File: src/rtl/uart_rx.sv
// UART receiver: 8 data bits LSB first, optional even parity, one stop bit.
// Delivers each byte as a one-cycle o_Valid pulse, with parity and framing error pulses.
module uart_rx #(
  parameter int CLKS_PER_BIT = 8681,
  parameter int PARITY_EN    = 1
) (
  input  logic       i_Clock,
  input  logic       i_Reset_n,
  input  logic       i_UART,
  output logic [7:0] o_Data,
  output logic       o_Valid,
  output logic       o_Parity_Err,
  output logic       o_Frame_Err,
  output logic       o_Busy
);

  localparam logic [15:0] BIT_LAST  = 16'(CLKS_PER_BIT - 1);
  localparam logic [15:0] HALF_LAST = 16'(CLKS_PER_BIT / 2 - 1);

  typedef enum logic [2:0] {
    IDLE,
    START,
    DATA,
    PARITY,
    STOP,
    DONE,
    BREAK
  } state_t;

  state_t      state, state_next;
  logic [1:0]  sync_q;
  logic        rx_s;
  logic [15:0] timer, timer_next;
  logic [2:0]  bit_idx, bit_idx_next;
  logic [7:0]  shift, shift_next;
  logic        par, par_next;
  logic        stop_bit, stop_bit_next;
  logic [7:0]  data_next;
  logic        valid_next, perr_next, ferr_next;
  logic        bit_end;

  // Two-flop synchroniser; resets to the idle-high line level.
  always_ff @(posedge i_Clock or negedge i_Reset_n) begin
    if (!i_Reset_n) sync_q <= 2'b11;
    else            sync_q <= {sync_q[0], i_UART};
  end

  assign rx_s    = sync_q[1];
  assign bit_end = (timer == BIT_LAST);
  assign o_Busy  = (state != IDLE);

  always_ff @(posedge i_Clock or negedge i_Reset_n) begin
    if (!i_Reset_n) state <= IDLE;
    else            state <= state_next;
  end

  always_comb begin
    state_next    = state;
    timer_next    = bit_end ? 16'd0 : timer + 16'd1;
    bit_idx_next  = bit_idx;
    shift_next    = shift;
    par_next      = par;
    stop_bit_next = stop_bit;
    data_next     = o_Data;
    valid_next    = 1'b0;
    perr_next     = 1'b0;
    ferr_next     = 1'b0;

    case (state)
      IDLE: begin
        timer_next = 16'd0;
        if (!rx_s) state_next = START;
      end
      // Mid-start-bit recheck rejects short glitches on the idle line.
      START: begin
        if (timer == HALF_LAST) begin
          timer_next = 16'd0;
          if (rx_s) begin
            state_next = IDLE;
          end else begin
            state_next   = DATA;
            bit_idx_next = 3'd0;
            par_next     = 1'b0;
          end
        end
      end
      DATA: begin
        if (bit_end) begin
          shift_next   = {rx_s, shift[7:1]};
          par_next     = par ^ rx_s;
          bit_idx_next = bit_idx + 3'd1;
          if (bit_idx == 3'd7) state_next = (PARITY_EN != 0) ? PARITY : STOP;
        end
      end
      PARITY: begin
        if (bit_end) begin
          par_next   = par ^ rx_s;
          state_next = STOP;
        end
      end
      STOP: begin
        if (bit_end) begin
          stop_bit_next = rx_s;
          state_next    = DONE;
        end
      end
      DONE: begin
        if (stop_bit) begin
          data_next  = shift;
          valid_next = 1'b1;
          perr_next  = (PARITY_EN != 0) && par;
          state_next = IDLE;
        end else begin
          ferr_next  = 1'b1;
          state_next = BREAK;
        end
      end
      // Wait out a held-low line so a break never looks like a new start bit.
      BREAK: begin
        timer_next = 16'd0;
        if (rx_s) state_next = IDLE;
      end
      default: state_next = IDLE;
    endcase
  end

  always_ff @(posedge i_Clock or negedge i_Reset_n) begin
    if (!i_Reset_n) begin
      timer        <= 16'd0;
      bit_idx      <= 3'd0;
      shift        <= 8'd0;
      par          <= 1'b0;
      stop_bit     <= 1'b0;
      o_Data       <= 8'd0;
      o_Valid      <= 1'b0;
      o_Parity_Err <= 1'b0;
      o_Frame_Err  <= 1'b0;
    end else begin
      timer        <= timer_next;
      bit_idx      <= bit_idx_next;
      shift        <= shift_next;
      par          <= par_next;
      stop_bit     <= stop_bit_next;
      o_Data       <= data_next;
      o_Valid      <= valid_next;
      o_Parity_Err <= perr_next;
      o_Frame_Err  <= ferr_next;
    end
  end

endmodule
File: config.mk
export PLATFORM = sky130hd
export DESIGN_NAME = uart_rx
export DESIGN_NICKNAME = d
export VERILOG_FILES = /design/src/rtl/uart_rx.sv
export SDC_FILE = /design/constraint.sdc
export NUM_CORES = 1
export LEC_CHECK = 0
export BUFFER_PORTS_ARGS = -buffer_cell sky130_fd_sc_hd__buf_2
export CORE_UTILIZATION = 40
export CTS_CLUSTER_SIZE = 12
export DETAILED_ROUTE_END_ITERATION = 16
export HOLD_SLACK_MARGIN = 0.06
export SLEW_MARGIN = 20
export SYNTH_ARGS = -nofsm -noshare
export SYNTH_HDL_FRONTEND = slang
export SYNTH_SLANG_ARGS = --single-unit
File: constraint.sdc
create_clock -name i_Clock -period 2.13 [get_ports i_Clock]
set_input_delay 0.213 -clock i_Clock [delete_from_list [all_inputs] [get_ports i_Clock]]
set_output_delay 0.213 -clock i_Clock [all_outputs]
set_load 0.02 [all_outputs]
==> flow_summary.toml, run 1 <==
[status]
status = "finished, final reports clean"

[min_path]
min_path_cells = 0
min_path_type = "flop to flop"

[global_routing]
antenna_found_initial = 0
grt_pass1_vias = 1413
grt_pass1_wl_um = 6570
grt.overflow.total = 0
grt_usage_pct = 15.3
grt_max_degree = 46

[setup_path]
cp_slowest_stage_delay_ns = 0.45
r2r_cells = 5
cp-start-kind = "flop"
critPathLaunch = "timer[2]"
crit_buf_inv = 0
regToRegSetupSlack_ns = 0.22
cp-end-kind = "flop"
reg2reg_from = "timer[2]"
crit_slowest_cell = "dfrtp_1"
reg2reg_to = "state[1]"
path_class = "flop to flop"
crit_cells = 5
cp_top_family = "simple AND/OR/NAND/NOR gates"
arrival_ns = 2.09
required_ns = 2.31
cp-endpoint = "state[1]"
crit_chain = "nor4_4 -> and4b_1 -> nor2_1 -> nor3_1 -> mux2_2"
cp_max_fo = 7

[drt]
drt_pass1_iterations = 4
wl_per_cell_um = 12.5
wl_um = 3760
first_iter_violations = 124
vias = 1454
drcViolationCount = 0
vias_per_cell = 4.85
ant_nets = 0

[synthesis]
synthArstFlopShare_pct = 100
syn_area_per_cell_um2 = 10.5
synthesis.nets = 212
synth-edff-count = 0
synth_cell_types = 40
synthesis.area_um2 = 2160
yosys_most_used_dff = "dfrtp_1"
yosys_warnings = 0
synth-seq-cells = 45
synth_cells = 205
seq_area_frac_synth_pct = 52.3

[placement]
gp_congestion = 0.810
hpwl_um = 2640
dpl_cell_area_um2 = 2320
port_buffers = 14

[run]
maxCapViolCount = 0

[clock_tree]
cts_tree = "built"
clkSlewWorstSetupHoldPaths_ns = 0.09
clock_latency_ns = 0.29
htreeDepth = 2
cts.sinks = 45
ctsLongestPathBuffers = 2
cts_made_buffers = 5
cts_root_buf = "clkbuf_8"

[pwr]
power_density_nw_per_um2 = 620
total_leakage_power_uw = 0.00119
peakVddDrop_mv = 0.456

[sta]
fin_crit_ns = 1.91
slew_headroom_pct = 69.7
setup_violations = 0
skew_ns = 0.00757
finalCritPeriodShare_pct = 89.8
slew_violations = 0
rsz0062_at_grt = "no"
hold_violations = 0
tightest_slew_ns = 0.452
tns_ns = 0
fmaxAchievable_mhz = 523

[die]
die_w_um = 75.4
start_util_pct = 42.0
die_height_um = 75.4
die_area_um2 = 5690
ioPinCount = 15
row_count = 26
core_um2 = 5140

[final_layout]
seq_area_um2 = 1130
n_antenna_cell = 0
fin_nets = 236
multiInputGateArea_um2 = 936
area_growth_pct = 13.9
fin_area_um2 = 2460
drive_gt1_share_pct = 20.9
fillers = 540
-- worst register-to-register path, stage by stage, from the launching register on --
cell and delay (ns):
dfrtp_1 0.45, nor4_4 0.36, and4b_1 0.39, nor2_1 0.08, nor3_1 0.16, mux2_2 0.36
-- cell usage after synthesis, types with 3 or more instances --
cell type,count,area share (%)
dfrtp_1,43,50
nand3_1,11,2.6
mux2_4,8,5.6
o21ai_0,9,2.1
xor2_1,7,2.8
nor3_1,3,0.70
nand2_1,32,5.6
xnor2_1,8,3.2
a21oi_1,5,1.2
ha_1,4,2.3
nand4_1,4,1.2
inv_1,7,1.2
nor4bb_1,3,1.4
nor2_1,26,4.5
-- flip-flops by register name, summed over array words and instances, names as in the netlist --
name          flops
state             3
par               1
o_Parity_Err      1
timer            16
sync_q            2
o_Valid           1
stop_bit          1
o_Frame_Err       1
o_Data            8
shift             8
bit_idx           3
-- kinds of logic (layout without fill, tap and decap cells) --
group | after synthesis | count (layout) | share of synthesized area (%)
compound gates | 17 | 17 | 4.41
flops | 45 | 45 | 52.3
buf+inv | 15 | 40 | 4.29
simple gates | 98 | 98 | 23.4
xor+xnor | 15 | 15 | 6.09
mux | 10 | 10 | 6.61
fa+ha+maj | 5 | 5 | 2.84
-- worst min-delay path by stage --
stage                   start    endpoint  slack, ns
detailed placement  i_Reset_n   o_Data[1]       0.21
CTS                 sync_q[0]   sync_q[1]       0.36
global route        sync_q[0]   sync_q[1]       0.36
finish              sync_q[0]   sync_q[1]       0.36
global placement    i_Reset_n   o_Data[1]       0.21
floorplan           i_Reset_n  bit_idx[0]      -0.08
-- cell type report --
class	count	area share [%]
flip-flops and latches	45	45.9
inverters	8	1.22
well taps	70	3.57
clock inverters	2	1.58
multi-input cells	145	38.1
repair buffers	24	6.62
clock buffers	6	2.95
-- repair_timing --
| item | 4_1_cts | 5_1_grt |
|---|---|---|
| hold buffers | 2 | 0 |
| hold endpoints to repair | 44 | 0 |
| setup buffers | 0 | 0 |
| resized for setup | 0 | 0 |
-- report_power, final --
| part | leakage, uW | internal, uW | switching, uW |
|---|---|---|---|
| Combinational | 0.000529 | 8.52 | 19.0 |
| Sequential | 0.000607 | 857 | 2.13 |
| Clock | 0.0000554 | 352 | 283 |
-- layer usage --
layer	GRT usage (%)	routed length (um)	up-vias
met5	0	0	-
met4	4.32	43	0
met3	3.70	106	4
met2	23.9	1740	20
met1	21.2	1870	691
li1	-	-	739
-- stage by stage --
stage	power [uW]	cells	setup slack, ns	util [%]	hold slack, ns
final	1520	300	0.217	47.8	0.358
after global routing	1590	300	0.0585	47.8	0.364
after floorplan	878	205	0.381	-	-0.0826
after CTS	1540	300	0.209	47.8	0.360
after global placement	902	290	0.230	45.2	0.213
after detailed placement	902	290	0.220	45.2	0.213
-- layout by cell type, fill, tap and decap left out, types with 2 or more instances in the layout --
| cell type | n |
|---|---|
| a21oi_1 | 5 |
| nand3_1 | 11 |
| mux2_4 | 8 |
| nand4_1 | 4 |
| nor4bb_1 | 3 |
| dfstp_2 | 2 |
| nor3b_1 | 2 |
| ha_1 | 4 |
| buf_2 | 14 |
| nor3_1 | 3 |
| or3_1 | 2 |
| a31oi_1 | 2 |
| mux2_2 | 2 |
| dlygate4sd3_1 | 2 |
| nor4_1 | 2 |
| xnor2_1 | 8 |
| o21ai_0 | 9 |
| dfrtp_1 | 43 |
| nor2_1 | 26 |
| inv_1 | 7 |
| clkbuf_8 | 5 |
| nand4b_1 | 2 |
| nand2_1 | 32 |
| xor2_1 | 7 |
| buf_4 | 7 |
No activity file was read; power rests on OpenSTA's default activity.
==> run 2: changes to the inputs <==
BUFFER_PORTS_ARGS = default   (was -buffer_cell sky130_fd_sc_hd__buf_2)
DONT_BUFFER_PORTS = 1   (was default)
clock period = 1.8 ns   (was 2.13 ns; I/O delays follow)
==> run 2 against run 1 <==
Compared with the run above: via count grew 1.7%; critical path depth grew 1; critical endpoint is now shift[3]; register-to-register slack lost 0.20 ns; count of clock-buffer cells in the layout shrank 1; critical path type unchanged; worst setup slack lost 0.20 ns; sequential power grew 19%; largest cell class unchanged; highest routed layer unchanged.
==> flow_summary.toml, run 2 (synthesis gave the netlist of run 1 again) <==
[status]
status = "finished, final reports clean"

[clock_tree]
cts_made_buffers = 5
cts.sinks = 45
clock_latency_ns = 0.30
ctsLongestPathBuffers = 2
cts_root_buf = "clkbuf_8"
htreeDepth = 2
cts_tree = "built"
clkSlewWorstSetupHoldPaths_ns = 0.09

[setup_path]
cp-start-kind = "flop"
cp_max_fo = 8
regToRegSetupSlack_ns = 0.01
required_ns = 2.00
path_class = "flop to flop"
arrival_ns = 1.98
cp-end-kind = "flop"

[sta]
rsz0062_at_grt = "yes"
tightest_slew_ns = 0.426
skew_ns = 0.00460
holdWs_ns = 0.359
slew_headroom_pct = 71.2
finalCritPeriodShare_pct = 99.3
setup_slack_ns = 0.0120
fin_crit_ns = 1.79
slew_violations = 0
setup_violations = 0
hold_violations = 0
fmaxAchievable_mhz = 559

[die]
row_count = 26
die_w_um = 75.4
die_height_um = 75.4
core_um2 = 5140
die_area_um2 = 5690
start_util_pct = 42.0
ioPinCount = 15

[final_layout]
drive_gt1_share_pct = 24.2
fin_area_um2 = 2510
largest_reg_flops = 16
n_antenna_cell = 0
top_regs = "timer: 16 flops, o_Data: 8 flops, shift: 8 flops"
layout_commonest_cell = "dfrtp_1"
regMostFlops = "timer"
area_growth_pct = 16.2
fin_nets = 233
mostFrequentLayoutCells = "dfrtp_1 (42), nand2_1 (32), nor2_1 (25), buf_4 (17), nand3_1 (10)"
fin_cells = 297
fillers = 534

[global_routing]
grt.overflow.total = 0
grt_pass1_vias = 1389
grt_max_degree = 46
antenna_found_initial = 0
grt_usage_pct = 15.3
grt_pass1_wl_um = 6450

[placement]
place_ws_ns = -0.0803
placed_cells = 283
gp_congestion = 0.808
dpl_cell_area_um2 = 2290
port_buffers = 0
hpwl_um = 2670

[run]
maxCapViolCount = 0

[drt]
ant_nets = 0
drt_pass1_iterations = 4
vias = 1478
wl_um = 3890
wl_per_cell_um = 13.1
vias_per_cell = 4.98
drcViolationCount = 0
first_iter_violations = 67

[pwr]
peakVddDrop_mv = 0.287
total_leakage_power_uw = 0.00117
power_density_nw_per_um2 = 677

[min_path]
min_path_type = "flop to flop"
==> run 2: worst max-delay path: stages (launching register included) <==
cell     delay, ns
dfrtp_1       0.41
inv_1         0.07
ha_2          0.18
nand3_2       0.10
and4b_2       0.36
and2_4        0.25
mux2_4        0.32
==> run 2: what timing repair did <==
item,4_1_cts,5_1_grt
resized for setup,2,13
pin swaps,0,5
hold buffers,3,0
setup buffers,0,3
hold endpoints to repair,46,0
endpoints found under the setup margin,1,29
==> run 2: power breakdown <==
part / switching (uW) / internal [uW]
logic: 23.0 / 10.5
clock network: 372 / 276
registers: 2.65 / 1010
==> run 2: layout make-up <==
type	count	area, um^2	share of cell area [%]
sequential	45	1130	45.1
clock buffer	5	68.8	2.75
timing repair buffer	21	186	7.44
inverter	8	30.0	1.20
clock inverter	3	21.3	0.849
tap	70	87.6	3.49
multi-input combinational	145	982	39.2
==> run 2: path summary, 6_finish.rpt <==
check,from,endpoint,cells past startpoint
max,timer[1],shift[3],6
min,sync_q[0],sync_q[1],0
max reg2reg,timer[1],shift[3],6
min reg2reg,sync_q[0],sync_q[1],0
max in group asynchronous,i_Reset_n,sync_q[1],2
min in group asynchronous,i_Reset_n,o_Data[0],2
==> run 2: metrics by stage <==
stage	total power, uW	setup TNS [ns]	util (%)
2_1_floorplan	1040	0	-
6_report	1700	0	48.8
3_5_place_dp	1040	-0.0803	44.6
5_1_grt	1760	-0.283	48.8
3_3_place_gp	1040	-0.0161	44.6
4_1_cts	1720	-0.00224	47.5
==> run 2: routing by layer <==
metal / vias to the layer above / GRT usage (%) / part of all wire, %
met3: 4 / 3.97 / 2.5
met4: 0 / 4.94 / 1.3
met1: 719 / 20.4 / 48
li1: 736 / - / -
met2: 19 / 24.3 / 48
met5: - / 0 / 0
